===== src/rtl/input_conditioner_pkg.sv =====
// Shared constants for the input conditioner: key bit positions and
// default debounce timing for a 50 MHz clock.
package input_conditioner_pkg;

  localparam int NUM_KEYS  = 3;
  localparam int KEY_RIGHT = 0;
  localparam int KEY_JUMP  = 1;
  localparam int KEY_LEFT  = 2;

  // 5 ms at 50 MHz
  localparam int DEBOUNCE_CYCLES_DEFAULT = 250000;
  localparam int CNT_W_DEFAULT           = 18;

endpackage


===== src/rtl/key_debouncer.sv =====
// One push button: active-low raw input is inverted, synchronised and then
// debounced so the state only follows the key after a long enough stable run.
module key_debouncer #(
  parameter int DEBOUNCE_CYCLES = 250000,
  parameter int CNT_W           = 18
) (
  input  logic clk,
  input  logic rst,
  input  logic key_n_i,
  output logic state_o
);

  logic             sync1_q, sync2_q;
  logic             state_q, state_d;
  logic [CNT_W-1:0] cnt_q, cnt_d;

  // Any bounce back to the accepted state restarts the run from zero, and the
  // counter clears on acceptance, so it never passes DEBOUNCE_CYCLES-1.
  always_comb begin
    state_d = state_q;
    cnt_d   = '0;
    if (sync2_q != state_q) begin
      if (cnt_q == CNT_W'(DEBOUNCE_CYCLES - 1)) begin
        state_d = sync2_q;
      end else begin
        cnt_d = cnt_q + CNT_W'(1);
      end
    end
  end

  always_ff @(posedge clk or negedge rst) begin
    if (!rst) begin
      sync1_q <= 1'b0;
      sync2_q <= 1'b0;
      state_q <= 1'b0;
      cnt_q   <= '0;
    end else begin
      sync1_q <= ~key_n_i;
      sync2_q <= sync1_q;
      state_q <= state_d;
      cnt_q   <= cnt_d;
    end
  end

  assign state_o = state_q;

endmodule


===== src/rtl/input_conditioner.sv =====
// Debounces the three game buttons, cancels opposing left/right, and turns a
// debounced jump press into a single pulse aligned to the 60 Hz game tick.
module input_conditioner
  import input_conditioner_pkg::*;
#(
  parameter int DEBOUNCE_CYCLES = DEBOUNCE_CYCLES_DEFAULT,
  parameter int CNT_W           = CNT_W_DEFAULT
) (
  input  logic                clk,
  input  logic                rst,
  input  logic [NUM_KEYS-1:0] key_n,
  input  logic                game_tick,
  output logic                move_right,
  output logic                move_left,
  output logic                jump_level,
  output logic                jump_press,
  output logic                any_input_level
);

  logic [NUM_KEYS-1:0] db;

  for (genvar k = 0; k < NUM_KEYS; k++) begin : g_key
    key_debouncer #(
      .DEBOUNCE_CYCLES(DEBOUNCE_CYCLES),
      .CNT_W          (CNT_W)
    ) u_debouncer (
      .clk    (clk),
      .rst    (rst),
      .key_n_i(key_n[k]),
      .state_o(db[k])
    );
  end

  logic move_right_q, move_right_d;
  logic move_left_q, move_left_d;
  logic jump_level_q, jump_level_d;
  logic any_q, any_d;
  logic jump_prev_q, jump_rise;
  logic pending_q, pending_d;

  // A tick consumes the pending press first; a rise in that same cycle is
  // absorbed, and a rise with nothing pending waits for the next tick.
  always_comb begin
    move_right_d = db[KEY_RIGHT] & ~db[KEY_LEFT];
    move_left_d  = db[KEY_LEFT] & ~db[KEY_RIGHT];
    jump_level_d = db[KEY_JUMP];
    any_d        = |db;
    jump_rise    = db[KEY_JUMP] & ~jump_prev_q;
    pending_d    = pending_q;
    if (game_tick && pending_q) begin
      pending_d = 1'b0;
    end else if (jump_rise) begin
      pending_d = 1'b1;
    end
  end

  always_ff @(posedge clk or negedge rst) begin
    if (!rst) begin
      move_right_q <= 1'b0;
      move_left_q  <= 1'b0;
      jump_level_q <= 1'b0;
      any_q        <= 1'b0;
      jump_prev_q  <= 1'b0;
      pending_q    <= 1'b0;
    end else begin
      move_right_q <= move_right_d;
      move_left_q  <= move_left_d;
      jump_level_q <= jump_level_d;
      any_q        <= any_d;
      jump_prev_q  <= db[KEY_JUMP];
      pending_q    <= pending_d;
    end
  end

  assign move_right      = move_right_q;
  assign move_left       = move_left_q;
  assign jump_level      = jump_level_q;
  assign any_input_level = any_q;
  assign jump_press      = game_tick & pending_q;

endmodule

===== config.mk =====
export PLATFORM = sky130hd
export DESIGN_NAME = input_conditioner
export DESIGN_NICKNAME = d
export VERILOG_FILES = /design/src/rtl/input_conditioner_pkg.sv /design/src/rtl/key_debouncer.sv /design/src/rtl/input_conditioner.sv
export SDC_FILE = /design/constraint.sdc
export NUM_CORES = 1
export LEC_CHECK = 0
export BUFFER_PORTS_ARGS = -buffer_cell sky130_fd_sc_hd__buf_2
export CAP_MARGIN = 10
export CORE_MARGIN = 5
export CORE_UTILIZATION = 57
export CTS_BUF_LIST = sky130_fd_sc_hd__clkbuf_2 sky130_fd_sc_hd__clkbuf_4 sky130_fd_sc_hd__clkbuf_8
export CTS_CLUSTER_SIZE = 16
export DETAILED_ROUTE_END_ITERATION = 8
export MAX_ROUTING_LAYER = met4
export PLACE_DENSITY = 0.74
export SYNTH_ARGS = -nofsm -noshare
export SYNTH_HDL_FRONTEND = slang
export SYNTH_HIERARCHICAL = 1
export SYNTH_SLANG_ARGS = --single-unit
export TNS_END_PERCENT = 20

===== constraint.sdc =====
create_clock -name clk -period 2.01 [get_ports clk]
set_input_delay 0.402 -clock clk [delete_from_list [all_inputs] [get_ports clk]]
set_output_delay 0.402 -clock clk [all_outputs]
set_load 0.005 [all_outputs]

* Word-level counts from Yosys, hierarchy flattened
Index checks and enable logic that the tools add are counted.
Word-level totals: register bits after elaboration 68, logic and storage cells 50
Cells by class: add/subtract/negate cells 3, equality and inequality tests 6, muxes and demuxes 8, bitwise gates (word level) 10, reductions and logical operators 6
Operator list (count):
- 2-to-1 mux 18 bit | 6
- adder 18 x 1 -> 18 bit, second input constant | 3
- == test 18 bit, second input constant | 3
- inverter 1 bit | 6
- AND reduction 2 bit | 3
- AND 1 bit | 4
- inequality test 1 bit | 3
- OR reduction 3 bit | 1
- 2-to-1 mux 1 bit | 2
- nonzero test 2 bit | 1
- logical AND 1 bit | 1

* Logic depth before layout (Yosys ltp)
word-level depth 4, gate-level depth with buffers 6, mapped depth without buffers 5

* Hierarchy
The synthesis kept the hierarchy.
Modules (own cells, without submodules):
- key_debouncer (g_key[1].u_debouncer ...) | times used 2, cells an instance 100, area each 1033.5 um2
- key_debouncer (g_key[0].u_debouncer) | times used 1, cells an instance 98, area each 1048.5 um2
- input_conditioner | times used 1, cells an instance 11, area each 168.9 um2

* Least setup slack after synthesis
Ideal clock, no wire load.
path type register to register, from register g_key[1].u_debouncer.cnt_q[0], to register g_key[1].u_debouncer.cnt_q[16], setup time 119 ps, arrival time 1693 ps, required time 1891 ps, setup slack 198 ps, cell stages (with the launch flop) 6, path buffers 1, period minus slack after synthesis 1812 ps, cells stage by stage dfrtp_1 ha_1 nand4_1 o41ai_4 buf_6 nor2_1
On the way: longest elaborated chain between the ends 3, elaborated cells on any way between the ends 4, those cells by class add/sub (1); eq/ne (1); mux (2)
RTL lines:
- start: declaration | RTL line key_debouncer.sv:15 | logic [CNT_W-1:0] cnt_q, cnt_d;
- start signal: assignment | RTL line key_debouncer.sv:41 | cnt_q <= cnt_d;
- adder 18 x 1 -> 18 bit / == test 18 bit (equally long branches) | RTL line key_debouncer.sv:26, key_debouncer.sv:23
- 2-to-1 mux 18 bit * | RTL line key_debouncer.sv:23 | if (cnt_q == CNT_W'(DEBOUNCE_CYCLES - 1)) begin
- 2-to-1 mux 18 bit * | RTL line key_debouncer.sv:22 | if (sync2_q != state_q) begin
- via g_key[1].u_debouncer.cnt_d[16] | RTL line key_debouncer.sv:15
Mark *: on every way through the listed nets, which the timed path passes. The rest lies on a longest branch. A chain may end at the register's enable or synchronous reset.

* Worst setup path in the final report
Ends and elaborated chain as after synthesis.

==> results.txt <==
- In the routed layout, each cell is associated on average with a via count of 5.67.
* Arrival time of the worst setup path: 2.10 ns
- GR Util All Layers: 0.187
- Synth area leaders: sky130_fd_sc_hd__dfrtp_1 52%, sky130_fd_sc_hd__xnor2_1 6.4%, sky130_fd_sc_hd__nor2_1 5.6%
* Worst hold-check path type: input port to register
* Die outline area: between 7000 and 8000 sq um
- In this run the tightest slew margin relative to its limit is 0.720.
- Final hold violation count: 0
* Compound-gate portion of the synthesized area: 0.0533
* Sink count of the clock tree: 68
* Power density cells: 765 nW/um^2
* Setup violations, final: 0
- Crit path cell chain: ha_1 > nand4_1 > buf_4 > nor4_1 > xnor2_1 > nor2_1
* Required time at the endpoint of the critical path: between 2 and 2.5 ns
- Yosys warning count: 6
* Crit Reg-Reg Endpoint: g_key[1].u_debouncer/cnt_q[16]
* Setup repair after global routing missed its margin: no
- The repair_antennas step left the layout with diodes totalling 0.
- Resized Gates After CTS: 0
* Clock tree from TritonCTS: done
- Measured against the total synthesized area, the mux share comes to 0.0133.
* Delay of the slowest cell on the worst path: approximately 0.4 ns
- Most used cells in the layout excluding fill and tap cells: 68 x sky130_fd_sc_hd__dfrtp_1, 49 x sky130_fd_sc_hd__nor2_1, 24 x sky130_fd_sc_hd__xnor2_1
* Slack of the worst reg-to-reg path: 0.16 ns
- Entering global routing, the biggest net connects 52 pins.
- Type of the worst setup path: register to register
- Simple logic cell fraction of the synthesized area: 0.266
* Detailed-route via count: 2363
- Final period utilization: 0.921
* Root Buffer Master: sky130_fd_sc_hd__clkbuf_8
- Synthesis handed over a netlist of 309 instances.
- Met3 wire len: 198 microns
- Worst reg2reg path startpoint: g_key[1].u_debouncer/cnt_q[0]
- Summing internal, switching and leakage power gives 0.00288 W.
- Number of buffers added by the clock tree synthesis step: 9
* Antenna violations before repair: 0
- Routed length on met1: 2.76 mm
- In this run the worst setup path terminates at g_key[1].u_debouncer/cnt_q[16].
* Stages on the worst setup path: 6
- Post-synthesis share of cell area spent on full adders, half adders and majority gates: 0.0114
- Max frequency: 540 MHz
* Total half-perimeter wirelength after legalization and detailed placement: 4.09 mm
- FF-to-FF path depth: 6
* Global placer's final weighted congestion: roughly 0.79
- Post-detailed-route count of antenna-violating nets: 0
- Worst-path clk slew: 0.08 ns
* Critical Path Start: g_key[1].u_debouncer/cnt_q[0]
- Buffers added to address setup during post-CTS repair amount to 0.
- Fin. max-slew vios: 0
- In this run the tool buffered the top-level ports with 10 buffer cells.
- DR top layer: met4
* Status: finished clean
* Async set-reset flop share out of synthesis: 1.00
* Area growth from synthesis to final layout: 14.7%
* Final clock skew: roughly 0.011 ns
* Met2 Wirelength: 2.91 mm
- Top-level port count: 11
- Synthesis produced a netlist with a net count of approximately 320.
- In this run the static leakage power is around 1.6 nW.
- Of the post-synthesis cell area, the dominant cell type holds 0.518.
* Max-capacitance violation count: 0
* Final core utilization: 0.680
- After layout, the minimum clock period comes to ~1.9 ns.
- Count of fill cells added during filler insertion: about 420
- The floorplan has 27 rows.
- The via count of the first global-routing pass is 2288.
* Detailed-routing iteration count for the pre-antenna-repair pass: 5
- Of the total synthesized cell area, the portion taken by XOR and XNOR cells is 0.112.
- Before CTS, the worst setup slack after placement is 0.136 ns.
* First-pass GRT wire length: 10.6 mm
- Dividing the detail-routed wire length by the instance count gives 14.3 microns.
- Max Fanout on Critical Path: 5
- At the later pin of the worst-skew pair, clock insertion delay measures 0.35 ns.
- In this run the standard cell core region covers 5540 sq um.
* Register bit total from synthesis: 68
- Most common cell after layout, fill and taps aside: sky130_fd_sc_hd__dfrtp_1
* Syn Area/Cell: between 10 and 15 sq um
- Main combinational cell family by area after synthesis: simple AND/OR/NAND/NOR gates
- Number of flops mapped to enable cells by yosys: 0
* Vertical die dimension: between 80 and 90 microns
- No sink is reached through more buffers than the 2 on the longest clock path.
- After the first detailed-routing iteration, the DRC count stood at ~130.
* Slowest library cell on the worst path: sky130_fd_sc_hd__dfrtp_1
* Leading area contributor after synthesis: sky130_fd_sc_hd__dfrtp_1
* Top Family by Delay on Critical Path: simple AND/OR/NAND/NOR gates
- Setup slack on the critical path of the routed design comes to 0.159 ns.
* Number of DRC violations after detailed routing: 0
- H-tree depth reported by CTS: 3
* Largest vdd supply drop: about 0.76 mV
- Routed wire length: 5.94 mm
* Worst path bufs/invs: 1
* Starting utilization of the core area: 0.593
- Netlist area before placement: about 3300 sq um
- For the final routed database, the setup TNS stands at 0 ns.
- The most used flip-flop cell after synthesis is sky130_fd_sc_hd__dfrtp_1.
- Of the synthesized area, sequential elements account for 0.518.
- Worst Setup End Kind: register
* Number of library cell types mapped by synthesis: 40
- For this run the aggregate overflow at the end of global routing stands at 0.
* Share of layout cells above drive strength 1: 0.191
- STA classifies the critical path startpoint as a register.
* Tightest Pin Transition: 0.420 ns
* Nets: 349
- DIE WIDTH: 85.9 microns
==> synth_stat cells, types with 4 or more instances <==
cell type / number
sky130_fd_sc_hd__nand2_1: 16
sky130_fd_sc_hd__nor2_1: 49
sky130_fd_sc_hd__nand4_1: 15
sky130_fd_sc_hd__xnor2_1: 24
sky130_fd_sc_hd__buf_6: 4
sky130_fd_sc_hd__or3_1: 6
sky130_fd_sc_hd__a21oi_1: 6
sky130_fd_sc_hd__nor4_1: 15
sky130_fd_sc_hd__dfrtp_1: 68
sky130_fd_sc_hd__inv_1: 9
sky130_fd_sc_hd__xor2_1: 18
sky130_fd_sc_hd__nor3_1: 4
sky130_fd_sc_hd__and4_1: 6
sky130_fd_sc_hd__nand3_1: 18
sky130_fd_sc_hd__o21ai_0: 8
==> area by class of cell <==
cell class | instances | area (sq um) | share of cell area
multi-input combinational | 226 | 1500 | 0.397
clock buffer | 9 | 124 | 0.0329
tap | 72 | 90.1 | 0.0239
timing repair buffer | 26 | 198 | 0.0525
sequential | 68 | 1700 | 0.452
clock inverter | 7 | 124 | 0.0329
inverter | 9 | 33.8 | 0.00897
==> how the worst min path moves through the flow <==
stage                                 start  depth (start not counted)  slack [ns]                           end
6_report                           key_n[1]                          2        0.18  g_key[1].u_debouncer/sync1_q
3_5_place_dp   g_key[0].u_debouncer/sync1_q                          0        0.34  g_key[0].u_debouncer/sync2_q
5_1_grt                            key_n[1]                          2        0.17  g_key[1].u_debouncer/sync1_q
4_1_cts                            key_n[1]                          2        0.17  g_key[1].u_debouncer/sync1_q
2_1_floorplan                           rst                          0        0.11               any_input_level
3_3_place_gp   g_key[2].u_debouncer/sync1_q                          0        0.33  g_key[2].u_debouncer/sync2_q
==> logic make-up after synthesis <==
family,after synthesis
muxes,4
adders and majority gates,3
AOI/OAI and AO/OA,21
buffers and inverters,15
xor gates and xnor gates,42
DFF,68
and+or+nand+nor,156
==> flip-flops by register name (all words and copies together), names as in the netlist <==
signal,count
g_key.u_debouncer/cnt_q,54
g_key.u_debouncer/state_o,3
g_key.u_debouncer/sync1_q,3
g_key.u_debouncer/sync2_q,3
any_input_level,1
jump_prev_q,1
move_left,1
move_right,1
pending_q,1
==> where the power goes <==
group	total, W	switching (W)	internal, W
Combinational	0.0000996	0.0000623	0.0000373
Clock	0.00137	0.000542	0.000832
Sequential	0.00141	0.0000186	0.00139
Total	0.00288	0.000623	0.00226
==> metal layers <==
metal | vias to the layer above | track usage
met4 | 0 | 0.0791
met3 | 10 | 0.0365
met5 | - | -
li1 | 1150 | -
met1 | 1168 | 0.244
met2 | 35 | 0.284
==> metrics by stage <==
stage	area, sq um	hold WS [ns]	cells
after floorplan	3280	0.106	309
after global routing	3770	0.170	417
after CTS	3770	0.175	417
after detailed placement	3510	0.336	400
final	3770	0.181	417
after global placement	3510	0.335	400
==> timing repair <==
action,in CTS,in global routing
hold buffers,1,0
hold endpoints to repair,17,0
setup endpoints to repair,0,1
Power figures use the tool's default switching activity.
